--- config.mk ---
export PLATFORM = sky130hd
export DESIGN_NAME = lc3b_mem_if
export DESIGN_NICKNAME = d
export VERILOG_FILES = /design/src/rtl/lc3b_mem_if.sv
export SDC_FILE = /design/constraint.sdc
export NUM_CORES = 1
export LEC_CHECK = 0
export CAP_MARGIN = 20
export CELL_PAD_IN_SITES_DETAIL_PLACEMENT = 1
export CELL_PAD_IN_SITES_GLOBAL_PLACEMENT = 1
export CORE_ASPECT_RATIO = 1.75
export CORE_MARGIN = 8
export CORE_UTILIZATION = 25
export DETAILED_ROUTE_END_ITERATION = 16
export PLACE_DENSITY_LB_ADDON = 0.2
export SLEW_MARGIN = 20
export SYNTH_ARGS = -nofsm -noshare
export SYNTH_HDL_FRONTEND = slang
export SYNTH_SLANG_ARGS = --single-unit
--- constraint.sdc ---
create_clock -name clk -period 3.54 [get_ports clk]
set_clock_uncertainty 0.2 [all_clocks]
set_input_delay 0.354 -clock clk [delete_from_list [all_inputs] [get_ports clk]]
set_output_delay 0.354 -clock clk [all_outputs]
set_load 0.05 [all_outputs]
--- src/rtl/lc3b_mem_if.sv ---
// Memory-interface stage of the LC-3b datapath. It holds MAR and MDR, runs the request/ack
// handshake with external memory and pulses R to the microsequencer when an access completes.
// Latency: R is high no earlier than MIN_LAT cycles after the start cycle, and one cycle after mem_ack.
// Backpressure: mem_req is held until mem_ack. The stage does not stall BUS. The sequencer waits on R.
//
// Ports:
//   clk, rst              clock; synchronous active-high reset
//   BUS                   processor bus value (MAR / MDR load source)
//   LD_MAR, LD_MDR        register load strobes
//   MIO_EN, R_W           access request / MDR source select; 0 = read, 1 = write
//   DATA_SIZE             0 = byte, 1 = word
//   MAR_out, MDR_out      current MAR; MDR formatted for GateMDR
//   R                     one-cycle access-complete pulse
//   unaligned, bus_err    sticky error flags
//   mem_*                 external memory request/ack interface (word addressed, byte enables)
//
// Optional feature macro: TIMEOUT_EN. When defined, REQ gives up after TIMEOUT cycles
// without mem_ack and raises bus_err. When undefined, REQ waits indefinitely and bus_err is 0.
module lc3b_mem_if #(
    parameter int MIN_LAT = 5,
    parameter int TIMEOUT = 64
) (
    input  logic        clk,
    input  logic        rst,
    input  logic [15:0] BUS,
    input  logic        LD_MAR,
    input  logic        LD_MDR,
    input  logic        MIO_EN,
    input  logic        R_W,
    input  logic        DATA_SIZE,
    output logic [15:0] MAR_out,
    output logic [15:0] MDR_out,
    output logic        R,
    output logic        unaligned,
    output logic        bus_err,
    output logic        mem_req,
    output logic        mem_we,
    output logic [14:0] mem_addr,
    output logic [1:0]  mem_be,
    output logic [15:0] mem_wdata,
    input  logic [15:0] mem_rdata,
    input  logic        mem_ack
);

    localparam logic [1:0] ST_IDLE = 2'd0;
    localparam logic [1:0] ST_REQ  = 2'd1;
    localparam logic [1:0] ST_WAIT = 2'd2;
    localparam logic [1:0] ST_DONE = 2'd3;

    localparam logic [3:0] MIN_LAT_L = 4'(MIN_LAT);

    logic [1:0]  state;
    logic [15:0] mar;
    logic [15:0] mdr;
    logic [15:0] rd_buf;
    logic [3:0]  lat_cnt;
    logic [3:0]  lat_nxt;
    logic        lat_met;
    logic        tmo_hit;

    // lat_cnt holds the number of cycles since the start cycle. The decision to leave REQ/WAIT
    // uses the incremented count, so DONE lands exactly MIN_LAT cycles after the start cycle.
    always_comb begin
        lat_nxt = (lat_cnt >= MIN_LAT_L) ? MIN_LAT_L : lat_cnt + 4'd1;
        lat_met = (lat_nxt >= MIN_LAT_L);
    end

`ifdef TIMEOUT_EN
    localparam int TW = $clog2(TIMEOUT + 1);

    logic [TW-1:0] tmo_cnt;
    logic          bus_err_q;

    // tmo_cnt counts REQ cycles already spent without ack. The TIMEOUT-th such cycle gives up.
    assign tmo_hit = (state == ST_REQ) && !mem_ack && (tmo_cnt == TW'(TIMEOUT - 1));

    always_ff @(posedge clk) begin
        if (rst) begin
            tmo_cnt   <= '0;
            bus_err_q <= 1'b0;
        end else if (state == ST_REQ && !mem_ack) begin
            if (tmo_hit) begin
                bus_err_q <= 1'b1;
            end else begin
                tmo_cnt <= tmo_cnt + 1'b1;
            end
        end else begin
            tmo_cnt <= '0;
        end
    end

    assign bus_err = bus_err_q;
`else
    // The timeout logic is compiled out. TIMEOUT is still referenced so that both builds share one parameter list.
    localparam logic TMO_EN = 1'b0 && (TIMEOUT > 0);

    assign tmo_hit = TMO_EN;
    assign bus_err = 1'b0;
`endif

    always_ff @(posedge clk) begin
        if (rst) begin
            state     <= ST_IDLE;
            mar       <= '0;
            mdr       <= '0;
            rd_buf    <= '0;
            lat_cnt   <= '0;
            unaligned <= 1'b0;
            mem_req   <= 1'b0;
            mem_we    <= 1'b0;
            mem_addr  <= '0;
            mem_be    <= '0;
        end else begin
            if (LD_MAR) begin
                mar       <= BUS;
                unaligned <= 1'b0;
            end

            // When MIO_EN=1, MDR only accepts memory data in the completion cycle of a read.
            // mem_we still holds the direction of the access that is finishing.
            if (LD_MDR) begin
                if (!MIO_EN) begin
                    mdr <= DATA_SIZE ? BUS : {BUS[7:0], BUS[7:0]};
                end else if (state == ST_DONE && !mem_we) begin
                    mdr <= rd_buf;
                end
            end

            case (state)
                ST_IDLE: begin
                    if (MIO_EN) begin
                        mem_addr <= mar[15:1];
                        mem_be   <= DATA_SIZE ? 2'b11 : (mar[0] ? 2'b10 : 2'b01);
                        mem_we   <= R_W;
                        if (DATA_SIZE && mar[0]) begin
                            // A word access to an odd address never reaches memory.
                            unaligned <= 1'b1;
                            state     <= ST_DONE;
                        end else begin
                            mem_req <= 1'b1;
                            lat_cnt <= 4'd1;
                            state   <= ST_REQ;
                        end
                    end
                end
                ST_REQ: begin
                    lat_cnt <= lat_nxt;
                    if (mem_ack) begin
                        mem_req <= 1'b0;
                        rd_buf  <= mem_rdata;
                        state   <= lat_met ? ST_DONE : ST_WAIT;
                    end else if (tmo_hit) begin
                        mem_req <= 1'b0;
                        rd_buf  <= 16'h0000;
                        state   <= ST_DONE;
                    end
                end
                ST_WAIT: begin
                    lat_cnt <= lat_nxt;
                    if (lat_met) begin
                        state <= ST_DONE;
                    end
                end
                default: begin
                    state <= ST_IDLE;
                end
            endcase
        end
    end

    assign R         = (state == ST_DONE);
    assign MAR_out   = mar;
    assign mem_wdata = mdr;

    // GateMDR view: a byte access returns the selected byte lane, sign-extended.
    always_comb begin
        if (DATA_SIZE) begin
            MDR_out = mdr;
        end else if (mar[0]) begin
            MDR_out = {{8{mdr[15]}}, mdr[15:8]};
        end else begin
            MDR_out = {{8{mdr[7]}}, mdr[7:0]};
        end
    end

endmodule
# ---- Word level (Yosys, flattened, before mapping)
# Cells that the tools add are included.
dict set report classes {
  n_eq_ne 8
  bitwise 0
  magnitude_cmp 2
  multipliers 0
  shift 0
  n_reduce_logical 13
  n_addsub 1
  n_div 0
  n_mux 25
}
# operator n
set op_table {}
lappend op_table {{16-bit 2-to-1 mux} 5}
lappend op_table {{2-bit 2-to-1 mux} 6}
lappend op_table {{4-bit 2-to-1 mux} 3}
lappend op_table {{4-bit by 3-bit >= comparator with 1-bit output (second input constant)} 2}
lappend op_table {{1-bit 2-to-1 mux} 8}
lappend op_table {{2-bit != test (second input constant)} 4}
lappend op_table {{4-bit one-hot mux with 2 select lines} 1}
lappend op_table {{2-bit one-hot mux with 3 select lines} 1}
lappend op_table {{2-bit AND reduction} 3}
lappend op_table {{3-bit AND reduction} 2}
lappend op_table {{4-bit by 1-bit adder with 4-bit output (second input constant)} 1}
lappend op_table {{2-bit equality test (second input constant)} 2}
lappend op_table {{4-bit AND reduction} 1}
lappend op_table {{2-bit nonzero test} 2}
lappend op_table {{2-bit by 1-bit equality test with 1-bit output (second input constant)} 1}
lappend op_table {{1-bit logical AND} 2}
lappend op_table {{2-bit logical NOT} 1}
lappend op_table {{2-bit by 1-bit != test with 1-bit output (second input constant)} 1}
lappend op_table {{1-bit one-hot mux with 2 select lines} 1}
lappend op_table {{2-bit OR reduction} 1}
lappend op_table {{1-bit logical NOT} 1}
dict set report word_totals {
  in_bits 40
  rom_bits 0
  regBits 74
  latch_bits 0
  memories 0
  wordCells 59
  output_inout_bits 70
  mem_bits_rw 0
}

# ---- Depth between registers and ports, before layout
# Gate-level depths: netlist (run 1).
dict set report logic_depth {
  ltp_word 6
  depth_mapped 7
  mapped_depth_nobuf 6
}

# ---- Worst setup path before layout (run 1)
# OpenSTA, ideal clock, no wires.
dict set report synth_path {
  path_kind {register to output}
  startpoint {reg mar[0], in the netlist MAR_out[0]}
  endpoint {out MDR_out[0]}
  arrival_ns 1.653
  stages_incl_launch_ff 4
  slack_ns 1.333
  path_buffers 1
  cell_sequence {dfxtp_1 -> nor2b_1 -> buf_2 -> mux2_1}
}
dict set report synth_via {
  elab_chain_cells 2
}
# element line_no
set synth_rtl {}
lappend synth_rtl {{start: declaration} 53} ;# logic [15:0] mar;
lappend synth_rtl {{start signal: assignment} 104} ;# mar <= '0;
lappend synth_rtl {{start signal: assignment} 115} ;# mar <= BUS;
lappend synth_rtl {{16-bit 2-to-1 mux} 179} ;# end else if (mar[0]) begin
lappend synth_rtl {{16-bit 2-to-1 mux} 177} ;# if (DATA_SIZE) begin
lappend synth_rtl {{end: declaration} 32} ;# output logic [15:0] MDR_out,
# No other way between the ends.

# ---- Worst setup path in the final report (run 1)
dict set report layout_path {
  startpoint {reg mar[0], in the netlist MAR_out[0]}
  endpoint {out MDR_out[4]}
}
# Same word-level chain as after synthesis.

==> impl_metrics.ini, run 1 <==
[run_status]
status = completed

[timing]
fin_crit_sh = 0.774
fmax_mhz = 365
fin_hold_ws_ns = 0.250
tightest_slew_ns = 0.892
hold_violations = 0
slew-limit-headroom = 0.404
maxSlewViolCount = 0
min_period_ns = 2.74
tns_ns = 0
final-setup-viol-count = 0
rsz0062_at_grt = false

[cts]
cts_made_buffers = 9
clock_sinks = 74
clk_pin_slew_worst_paths_ns = 0.06
post_cts_resized = 0
cts_hold_buf = 0
cts_setup_buffers = 0
clock_latency_ns = 0.34
clk_path_buf_depth = 2
cts_tree = yes
cts_max_level = 3
cts_root_buf = clkbuf_16

[die]
fp.dieW_um = 103
dieArea_um2 = 17500
coreArea_um2 = 13200
io_pins = 110
die_h_um = 169
rows = 56
start_util = 0.252

[drt]
route.vias.total = 2962
wl_per_cell_um = 17.7
wl_mm = 11.6
via_per_inst = 4.52
drc = 0
drt_iter0_markers = 133
ant_nets = 0
first_pass_iters = 3

[synthesis]
synth_compound_area_frac = 0.149
synth_most_common_cell = nand2_1
synth_seq_cells = 74
synth_top_family_by_area = simple AND/OR/NAND/NOR gates
async_reset_ff_frac = 0
netlist.area_leader.share = 0.443
syn_nets = 424
synth_fa_ha_area_frac = 0.0262
synthTopCellsByCount = nand2_1, dfxtp_1, mux2i_1
yosys.cell_types.count = 38
synth_edf_count = 0
avgSynthCellArea_um2 = 8.86
synth_seq_area_share = 0.443
yosys-top-cells-area = dfxtp_1, mux2i_1, nand2_1, a21oi_1, nor2_1
yosysWarnings = 0
synth-simple-area-share = 0.166
synthMuxAreaShare = 0.163
synth-xor-area-share = 0.00262
synth_ff_type = dfxtp_1
syn_area_um2 = 3340
synth_area_leader_cell = dfxtp_1
synth_cells = 377

[grt]
grt_max_degree = 34
overflow = 0
track_usage = 0.138
grt_pass1_vias = 3110
grt_pass1_wl_mm = 17.8
antenna_found_initial = 0

[setup_path]
cp.required_ns = 2.99
arrival_ns = 2.19
critical_path.max_fanout = 9
endpoint_kind = output port
worst_setup_path_start_kind = flop
criticalPathCategory = reg -> out

[cells_and_area]
final_nets = 524
diodes = 0
fin_cells = 656
post-route-util = 0.361
stdcell_area_um2 = 4780
syn2layout_area_growth_pct = 43.0
drive_gt1_frac = 0.108

[power]
power_density_nw_per_um2 = 570
vdd.ir_drop.worst_mv = 0.279
leakage_nw = 1.89

[place]
post-place-cells = 640
io_buffer_count = 108
gp_congestion = 0.743
placed_area_um2 = 4510
place_hpwl_mm = 8.99

[job]
drv_cap = 0

[min_path]
hold_path.class = reg -> reg
## critical path, stage by stage, from the launching register on
cell and delay [ns]:
dfxtp_1 0.50, nor2b_1 0.76, mux2_1 0.39, buf_4 0.20
## cell families after synthesis
group / after synthesis
AO/OA/AOI/OAI: 74
XOR/XNOR: 1
adder cells (fa/ha/maj): 7
buffers and inverters: 32
flip-flops: 74
multiplexers: 53
other: 1
AND/OR/NAND/NOR: 135
## where the power goes
group          total (mW)  leakage (nW)  internal, mW  switching [mW]
clock               0.846         0.131         0.490           0.356
combinational       0.888          1.16         0.314           0.574
sequential          0.989         0.605         0.918          0.0710
total                2.72          1.89          1.72            1.00
## layout by cell type, fill, tap and decap left out, drive strengths merged, types with 2 or more instances in the layout
| cell | count |
|---|---|
| a21boi | 2 |
| a31oi | 2 |
| dfxtp | 74 |
| a21o | 7 |
| inv | 7 |
| a21oi | 37 |
| o211ai | 3 |
| clkinv | 3 |
| and2 | 3 |
| nor3 | 3 |
| nor2 | 40 |
| nand2 | 76 |
| nor4 | 2 |
| nand2b | 7 |
| clkinvlp | 2 |
| clkbuf | 11 |
| clkdlybuf4s50 | 92 |
| mux2 | 11 |
| o21ai | 9 |
| a211oi | 10 |
| buf | 22 |
| ha | 7 |
| mux2i | 42 |
## cell type report
class                      instances  area [um^2]
sequential                        74         1480
timing repair buffer             114         1080
fill                            1540         8460
tap                              174          218
clock buffer                      11          243
multi-input combinational        271         1700
clock inverter                     5         30.0
inverter                           7         26.3
## state kept, by name, indices dropped and copies added (netlist names), 2 cells and up
name and cells:
MAR_out 16, mem_wdata 16, rd_buf 16, mem_addr 15, lat_cnt 4, mem_be 2
state 2
## final timing paths
kind                    start            end  slack (ns)  cells after the start
setup / recovery   MAR_out[0]     MDR_out[4]        0.80                      3
hold / removal    mem_addr[2]    mem_addr[2]        0.25                      2
setup reg to reg     state[0]  mem_wdata[10]        1.35                      5
hold reg to reg   mem_addr[2]    mem_addr[2]        0.25                      2
## stage by stage
stage	power [mW]	setup slack [ns]
global route	2.86	0.686
floorplan	1.60	1.33
finish	2.72	0.800
CTS	2.76	0.747
detailed placement	1.91	0.866
global placement	1.89	0.928
## metal layers
metal | vias up | global-route usage | wire, um
li1 | 1465 | - | -
met3 | 14 | 0.0280 | 467
met5 | - | 0 | 0
met4 | 0 | 0.0602 | 231
met2 | 57 | 0.261 | 6600
met1 | 1426 | 0.137 | 4320
Note: power is estimated with default switching activity, not from simulation.
==> run 2: changes to the inputs <==
- clock period: 3.54 -> 2.8 ns (I/O delays scaled with it)
==> run 2 against run 1 <==
Largest power group unchanged. Via count grew 1.6%. Flip-flop and latch count is the same. Highest routed layer unchanged. Design area grew 2.9%. Sequential share of layout area shrank 0.88 points. Sequential power grew 26%. Cell count grew 0.15%. Clock power grew 41%. Die area is the same. Utilization grew 1.1 points. Register-to-register slack lost 0.63 ns.
==> impl_metrics.ini, run 2 (synthesis gave the netlist of run 1 again) <==
[run_status]
status = completed

[cts]
clock_sinks = 74
cts_tree = yes
clk_pin_slew_worst_paths_ns = 0.06
clk_path_buf_depth = 2
cts_made_buffers = 9
cts_hold_buf = 0
clock_latency_ns = 0.33
post_cts_resized = 0
cts_root_buf = clkbuf_16
cts_setup_buffers = 0
cts_max_level = 3

[timing]
fin_crit_sh = 0.849
min_period_ns = 2.38
hold_violations = 0
maxSlewViolCount = 0
tns_ns = 0
final-setup-viol-count = 0
tightest_slew_ns = 0.673
rsz0062_at_grt = false
fmax_mhz = 420
slew-limit-headroom = 0.550

[die]
fp.dieW_um = 103
start_util = 0.252
io_pins = 110
die_h_um = 169
dieArea_um2 = 17500
coreArea_um2 = 13200
rows = 56

[place]
post-place-cells = 641
io_buffer_count = 108
placed_area_um2 = 4610
gp_congestion = 0.738
place_hpwl_mm = 9.11

[min_path]
hold_path.class = in -> reg
hold-path-endpoint = unaligned
whs_path_depth = 2
hp-start = rst

[cells_and_area]
final_cell_mix = clkdlybuf4s50_1, nand2_1, dfxtp_1
layout_commonest_cell = clkdlybuf4s50_1
stdcell_area_um2 = 4920
drive_gt1_frac = 0.110
fin_cells = 657
final_nets = 525
syn2layout_area_growth_pct = 47.2
post-route-util = 0.371

[grt]
grt_max_degree = 62
grt_pass1_vias = 3162
grt_pass1_wl_mm = 18.2
antenna_found_initial = 1
overflow = 0
track_usage = 0.140

[job]
drv_cap = 0

[drt]
dr_wl_met2_mm = 6.87
route.vias.total = 3009
wl_per_cell_um = 18.0
drt_iter0_markers = 97
drc = 0
ant_nets = 0
met3_length_um = 385
via_per_inst = 4.58
wl_mm = 11.8
first_pass_iters = 4
wl_met1_mm = 4.36
maxUsedRoutingLayer = met4

[setup_path]
arrival_ns = 1.90
worst_setup_path_start_kind = flop
endpoint_kind = output port
r2r-start = lat_cnt[0]
r2r-end = state[1]
rrSetupSlack_ns = 0.72
criticalPathCategory = reg -> out
critical_path.max_fanout = 5
cp.required_ns = 2.32
worstRegToRegCells = 6

[power]
vdd.ir_drop.worst_mv = 0.249
power_density_nw_per_um2 = 730
leakage_nw = 1.95
p_total_mw = 3.59
run 2: cell types whose count changed in the layout (fill, tap and decap cells not counted), sizes merged:
cell / before / now
clkbuf: 11 / 13
buf: 22 / 24
clkinvlp: 2 / 0
diode: 0 / 1
clkdlybuf4s50: 92 / 91
clkinv: 3 / 1
bufinv: 0 / 1
run 2: report_power, final:
| group | switching (mW) | leakage, nW | internal (mW) | total (mW) |
|---|---|---|---|---|
| clock | 0.437 | 0.152 | 0.757 | 1.19 |
| combinational | 0.726 | 1.19 | 0.418 | 1.14 |
| sequential | 0.0914 | 0.605 | 1.16 | 1.25 |
run 2: final cells by class:
type	instances	area, um^2
fillers	1530	8320
multi-input cells	271	1700
flip-flops and latches	74	1480
repair buffers	115	1190
clock buffers	13	270
well taps	174	218
clock inverters	2	35.0
inverters	7	26.3
diodes	1	2.50
run 2: through the flow:
step / setup WS, ns / hold slack [ns]
floorplan: 0.667 / 0.216
global route: 0.374 / 0.193
CTS: 0.426 / 0.159
finish: 0.422 / 0.169
global placement: 0.533 / 0.241
detailed placement: 0.489 / 0.246
run 2: critical path: stages (launching register included):
cell,delay [ns]
dfxtp_1,0.42
ha_1,0.30
clkdlybuf4s50_1,0.85
run 2: layer usage:
layer	vias to the layer above	track usage
li1	1467	-
met5	-	0
met1	1473	0.139
met2	57	0.264
met3	12	0.0309
met4	0	0.0589
run 2: worst max-delay path by stage:
stage	end	slack, ns	startpoint
5_1_grt	R	0.37	state[0]
6_report	R	0.42	state[0]
4_1_cts	R	0.43	state[0]
3_5_place_dp	MDR_out[4]	0.49	DATA_SIZE
2_1_floorplan	MDR_out[0]	0.67	MAR_out[0]
3_3_place_gp	MDR_out[6]	0.53	DATA_SIZE
